$ cat config.mk
export PLATFORM = sky130hd
export DESIGN_NAME = romulus_round_scheduler
export DESIGN_NICKNAME = d
export VERILOG_FILES = /design/src/rtl/romulus_round_scheduler.sv
export SDC_FILE = /design/constraint.sdc
export NUM_CORES = 1
export LEC_CHECK = 0
export ABC_AREA = 1
export CORE_MARGIN = 2
export CORE_UTILIZATION = 25
export CTS_BUF_LIST = sky130_fd_sc_hd__clkbuf_16
export DETAILED_ROUTE_END_ITERATION = 6
export SLEW_MARGIN = 20
export SYNTH_ARGS = -nofsm -noshare
export SYNTH_HDL_FRONTEND = slang
export SYNTH_SLANG_ARGS = --single-unit
$ cat constraint.sdc
create_clock -name clk -period 1.9 [get_ports clk]
set_clock_uncertainty 0.15 [all_clocks]
set_input_delay 0.38 -clock clk [delete_from_list [all_inputs] [get_ports clk]]
set_output_delay 0.38 -clock clk [all_outputs]
set_load 0.05 [all_outputs]
$ cat src/rtl/romulus_round_scheduler.sv
`default_nettype none
// ============================================================================
// Module  : romulus_round_scheduler
// Purpose : Drives the Skinny round function of the protected Romulus datapath.
//           Each accepted start issues one TBC call: a one-hot ring enable,
//           an LFSR round constant, a round index and a last-round flag.
//           Define ROMULUS_RDI_STALL_EN to freeze the schedule while rdi_valid=0.
// Revision: 1.0 - initial release
// ============================================================================
module romulus_round_scheduler #(
    parameter int CONSTW       = 6,
    parameter int CLKS_PER_RND = 4,
    parameter int ROUNDS       = 40
) (
    input  logic                    clk,
    input  logic                    rst,
    input  logic                    start,
    output logic                    ready,
    input  logic                    abort,
    input  logic                    rdi_valid,
    output logic [CLKS_PER_RND-1:0] enrnd,
    output logic [CONSTW-1:0]       constant,
    output logic [7:0]              round_cnt,
    output logic                    last_rnd,
    output logic                    busy,
    output logic                    done
);

    localparam logic [1:0] S_IDLE = 2'd0;
    localparam logic [1:0] S_RUN  = 2'd1;
    localparam logic [1:0] S_DONE = 2'd2;

    localparam logic [7:0]              LAST_RND   = 8'(ROUNDS - 1);
    localparam logic [CLKS_PER_RND-1:0] RING_FIRST = {{(CLKS_PER_RND-1){1'b0}}, 1'b1};
    localparam logic [CONSTW-1:0]       RC_FIRST   = {{(CONSTW-1){1'b0}}, 1'b1};

    logic [1:0]              state;
    logic [1:0]              next_state;
    logic [CLKS_PER_RND-1:0] ring;
    logic [CONSTW-1:0]       rc;
    logic [7:0]              rnd;
    logic                    stall;
    logic                    advance;
    logic                    rnd_end;
    logic                    call_end;
    logic                    accept;

`ifdef ROMULUS_RDI_STALL_EN
    assign stall = (state == S_RUN) && !rdi_valid;
`else
    logic unused_rdi_valid;
    assign unused_rdi_valid = rdi_valid;
    assign stall            = 1'b0;
`endif

    assign accept   = (state == S_IDLE) && start && !abort;
    assign advance  = (state == S_RUN) && !stall;
    assign rnd_end  = ring[CLKS_PER_RND-1];
    assign call_end = rnd_end && (rnd == LAST_RND);

    always_ff @(posedge clk or negedge rst) begin
        if (!rst) begin
            state <= S_IDLE;
        end else begin
            state <= next_state;
        end
    end

    always_comb begin
        next_state = state;
        if (abort) begin
            next_state = S_IDLE;
        end else begin
            case (state)
                S_IDLE:  if (start) next_state = S_RUN;
                S_RUN:   if (advance && call_end) next_state = S_DONE;
                S_DONE:  next_state = S_IDLE;
                default: next_state = S_IDLE;
            endcase
        end
    end

    // Ring, constant and round index; the final round leaves rc/rnd at their last values.
    always_ff @(posedge clk or negedge rst) begin
        if (!rst) begin
            ring <= '0;
            rc   <= '0;
            rnd  <= '0;
        end else if (abort) begin
            ring <= '0;
            rc   <= '0;
            rnd  <= '0;
        end else if (accept) begin
            ring <= RING_FIRST;
            rc   <= RC_FIRST;
            rnd  <= '0;
        end else if (advance) begin
            if (call_end) begin
                ring <= '0;
            end else if (rnd_end) begin
                ring <= RING_FIRST;
                rnd  <= rnd + 8'd1;
                rc   <= {rc[CONSTW-2:0], rc[CONSTW-1] ^ rc[CONSTW-2] ^ 1'b1};
            end else begin
                ring <= {ring[CLKS_PER_RND-2:0], 1'b0};
            end
        end
    end

    always_comb begin
        ready     = 1'b0;
        busy      = 1'b0;
        done      = 1'b0;
        last_rnd  = 1'b0;
        enrnd     = '0;
        constant  = rc;
        round_cnt = rnd;
        case (state)
            S_IDLE: ready = 1'b1;
            S_RUN: begin
                busy     = 1'b1;
                last_rnd = (rnd == LAST_RND);
                enrnd    = stall ? '0 : ring;
            end
            S_DONE:  done = 1'b1;
            default: ready = 1'b0;
        endcase
    end

endmodule
`default_nettype wire

# Word-level counts from Yosys, hierarchy flattened
# Index checks and enable logic that the tools add are counted.
# op_classes
bitwise	2
mux	24
n_eq_ne	6
add_sub_neg	1
n_reduce_logical	10
# ops
cell	n
$mux 8	5
$mux 6	5
$mux 4	6
$add 8x1->8 const B	1
$eq 8x6->1 const B	1
$mux 2	3
$ne 3x2->1 const B	2
$reduce_bool 3->1	2
$logic_and 1x1->1	4
$mux 1	4
$pmux 2 s2	1
$ne 3x3->1 const B	1
$reduce_and 3->1	1
$eq 2x1->1 const B	1
$eq 2x2->1 const B	1
$logic_not 2->1	1
$reduce_and 2->1	1
$logic_not 1->1	1
$not 1->1	1
$xor 1x1->1	1
# totals
wordCells	47
ff_bits	20
output_inout_bits	22
inputBits	5

# Logic depth before layout (Yosys ltp)
# depth
ltp_word	7
ltp_mapped	10
ltp_nobuf	9

# Worst setup path before layout
# OpenSTA, ideal clock, no wires.
# synth_timing
kind	register to output
start	register rnd[1] (netlist: round_cnt[1])
end	output last_rnd
stages_incl_launch_ff	6
path_buffers	0
t_arrival_ps	1908
t_required_ps	1370
path_slack_ps	-538
path_cell_list	dfrtp_1 -> ha_1 -> nand2_2 -> nor2_2 -> nand2_2 -> nor2_1
# synth_between
elab_chain_len	2
# synth_rtl
item	line_no	text
start: declaration	41	logic [7:0] rnd;
start signal: assignment	102	rnd <= rnd + 8'd1;
$eq 8x6->1	122	last_rnd = (rnd == LAST_RND);
$mux 1	118	case (state)
end: declaration	24	output logic last_rnd,
# Every way passes these cells.

# Final worst setup path
# layout_timing
start	register rnd[0] (netlist: round_cnt[0])
end	output last_rnd
# The elaborated chain is that of the path after synthesis.

==> load_flow_metrics.sql <==
INSERT INTO impl_metrics (metric_group, metric, value, unit) VALUES
('critical_path', 'slack_of_the_worst_reg_to_reg_path', '0.21', 'ns'),
('min_path', 'hold_path_class', 'in -> async', ''),
('critical_path', 'crit-reg2reg-capture', 'round_cnt[0]', ''),
('route', 'drt_first_iter_violations', '42', ''),
('route', 'detailedRoute.firstPassIterationCount', '4', ''),
('synth', 'netlist.area_leader.share', '0.4756', ''),
('cells_and_area', 'syn_to_final_growth', '53.39', '%'),
('sta', 'rsz0062_at_grt', 'true', ''),
('cells_and_area', 'antenna-diode-count', '0', ''),
('sta', 'fmax', '536.9', 'MHz'),
('sta', 'max-slew-margin-rel', '0.8043', ''),
('global_routing', 'first_global_vias', '860', ''),
('cells_and_area', 'num-fill-cells', '402', ''),
('power', 'net-switching-power', '0.0002552', 'W'),
('critical_path', 'arrival', '1.33', 'ns'),
('synth', 'seq_area_frac_synth', '0.4756', ''),
('critical_path', 'worstRegToRegCells', '8', ''),
('global_routing', 'gr-total-overflow', '0', ''),
('synth', 'yosysWarningCount', '0', ''),
('sta', 'final-setup-viol-count', '0', ''),
('route', 'post_drt_via_cell_ratio', '4.412', ''),
('sta', 'setup_total_negative_slack', '0', 'ns'),
('global_routing', 'maximum_number_of_pins_on_one_net_before_global_route_repair', '21', ''),
('critical_path', 'worstReg2RegStart', 'state[1]', ''),
('global_routing', 'global_route_wire_length_before_repair', '3788', 'microns'),
('route', 'finalWirelength', '2331', 'microns'),
('critical_path', 'crit_path_start_kind', 'flip-flop', ''),
('power', 'combinationalPowerShare', '0.122', ''),
('run_status', 'run_status', 'complete, no violations', ''),
('cells_and_area', 'share_of_final_layout_standard_cells_stronger_than_drive_strength_1', '0.3450', ''),
('route', 'routedWlPerCell', '10.55', 'microns'),
('synth', 'postSynthAreaPerCell', '7.853', 'sq um'),
('synth', 'synth_area_leaders', 'dfrtp_1 (48%), nand2_1 (16%), inv_1 (5.0%), nor2_1 (5.0%), nand2_2 (3.0%)', ''),
('cts', 'cts-htree-levels', '1', ''),
('floorplanning', 'num_io_pins', '27', ''),
('cts', 'tritoncts.num_buffers', '3', ''),
('floorplanning', 'num_rows', '23', ''),
('route', 'dr_total_vias', '975', ''),
('run', 'max_cap_viol_count', '0', ''),
('critical_path', 'critPathCaptureType', 'output pin', ''),
('cts', 'cts_tree', 'done', ''),
('route', 'drc_errors', '0', ''),
('synth', 'synth.largest_area_cell', 'dfrtp_1', ''),
('sta', 'worst_hold_margin', '0.3215', 'ns'),
('power', 'power_report.internal_total', '0.0009027', 'W'),
('cts', 'hold_buffers', '0', ''),
('power', 'sequentialPowerShare', '0.380', ''),
('placed_design', 'detailed_place.area', '1449', 'sq um'),
('sta', 'timing.final.hold_violations', '0', ''),
('global_routing', 'grtUsageTotal', '0.1093', ''),
('cells_and_area', 'layout.area.seq', '504.2', 'sq um'),
('placed_design', 'numPortBuffers', '25', ''),
('synth', 'syn-num-nets', '140', ''),
('critical_path', 'required_time_of_the_critical_path', '1.37', 'ns'),
('cts', 'cts_max_path_buffers', '2', ''),
('route', 'drt.antenna.violating_nets', '0', ''),
('cells_and_area', 'finalNetCount', '178', ''),
('synth', 'netlist_instances', '134', ''),
('synth', 'synth.distinct_cells', '24', ''),
('synth', 'post_synthesis_register_bit_count', '20', ''),
('floorplanning', 'floorplan.initialDensity', '0.2612', ''),
('sta', 'post-route-period-util', '0.9803', ''),
('floorplanning', 'fp.coreArea', '4029', 'sq um'),
('sta', 'timing.final.max_slew_violations', '0', ''),
('critical_path', 'critical_path_peak_fanout', '6', ''),
('cts', 'cts.reportedPaths.clkPinSlew', '0.06', 'ns'),
('cells_and_area', 'layoutNonFillerInstCount', '221', ''),
('power', 'leakagePower', '0.8032', 'nW'),
('placed_design', 'place.detailed.hpwl', '1730', 'microns'),
('critical_path', 'worst_path_largest_cell_delay', '0.38', 'ns'),
('power', 'power.density_cell_area', '717.4', 'nW/um^2');
## synthesized netlist by cell type (all sizes together)
master,instances
ha,1
nand3,6
or2,1
a211oi,1
nor2,18
nand2,52
dfrtp,20
o211ai,1
a31oi,1
a21oi,3
o21bai,1
nor3b,1
nand4,5
o21ai,5
buf,1
inv,16
xor2,1
## worst max-delay path: cells and delay by family (launching register included)
family	cells	cell delay, ns
buf+inv	1	0.14
fa+ha+maj	1	0.15
flops	1	0.38
simple gates	4	0.41
## power by group through the flow
| stage | clock network, W | logic, W | registers, W |
|---|---|---|---|
| 6_report | 0.000576 | 0.000142 | 0.000440 |
| 5_1_grt | 0.000606 | 0.000153 | 0.000441 |
| 3_5_place_dp | 0 | 0.000142 | 0.000447 |
| 3_3_place_gp | 0 | 0.000142 | 0.000447 |
| 2_1_floorplan | 0 | 0.0000715 | 0.000455 |
| 4_1_cts | 0.000586 | 0.000143 | 0.000440 |
## registers in the layout, summed over array words and instances, names as in the netlist
| name | flops |
|---|---|
| ring | 4 |
| constant | 6 |
| state | 2 |
| round_cnt | 8 |
## logic make-up after synthesis
family	after synthesis	share of synthesized area
AOI/OAI and AO/OA	12	0.06898
xor gates and xnor gates	1	0.008325
adders and majority gates	1	0.01189
buffers and inverters	17	0.07372
DFF	20	0.4756
and+or+nand+nor	83	0.3615
## layout make-up
| cell class | count | area share |
|---|---|---|
| multi-input combinational | 97 | 0.3202 |
| sequential | 20 | 0.3124 |
| timing repair buffer | 34 | 0.2248 |
| clock buffer | 3 | 0.04651 |
| inverter | 16 | 0.03876 |
| tap | 50 | 0.03876 |
| clock inverter | 1 | 0.01860 |
## through the flow
| step | power (W) | setup slack, ns |
|---|---|---|
| 2_1_floorplan | 0.0005261 | 0.02274 |
| 3_3_place_gp | 0.0005891 | 0.1653 |
| 3_5_place_dp | 0.0005898 | 0.1462 |
| 4_1_cts | 0.001169 | 0.0002885 |
| 5_1_grt | 0.001200 | -0.03169 |
| 6_report | 0.001158 | 0.03748 |
## routing by layer
metal | global-route usage | vias up | wire (microns)
li1 | - | 499 | -
met1 | 0.1420 | 447 | 1031
met2 | 0.1695 | 25 | 1105
met4 | 0.05147 | 0 | 36
met3 | 0.02760 | 4 | 159
met5 | 0 | - | 0
## cell usage in the layout (no fill, tap or decap), types with 3 or more instances in the layout
cell type,instances
nand2_1,45
buf_4,23
dfrtp_1,17
inv_1,13
nor2_1,10
buf_12,8
nand3_1,6
nor2_2,5
nand4_1,5
nand2_4,4
o21ai_0,4
nand2_2,3
nor2_4,3
a21oi_1,3
clkbuf_16,3
clkdlybuf4s50_1,3
dfrtp_2,3
## repair_timing
action                     4_1_cts  5_1_grt
setup endpoints to repair        1        6
pin swaps                        1        2
setup buffers                    2        3
gates resized for setup          2        5
hold endpoints to repair         0        0
## worst max-delay path by stage
stage               slack (ns)         start  depth (start not counted)           end
floorplan                 0.02  round_cnt[0]                          5      last_rnd
global placement          0.17         start                          8  round_cnt[2]
detailed placement        0.15         abort                          8  round_cnt[2]
CTS                     0.0003  round_cnt[3]                          6      last_rnd
global route             -0.03      state[1]                          4      enrnd[2]
finish                    0.04  round_cnt[0]                          6      last_rnd
Power figures use the tool's default switching activity.
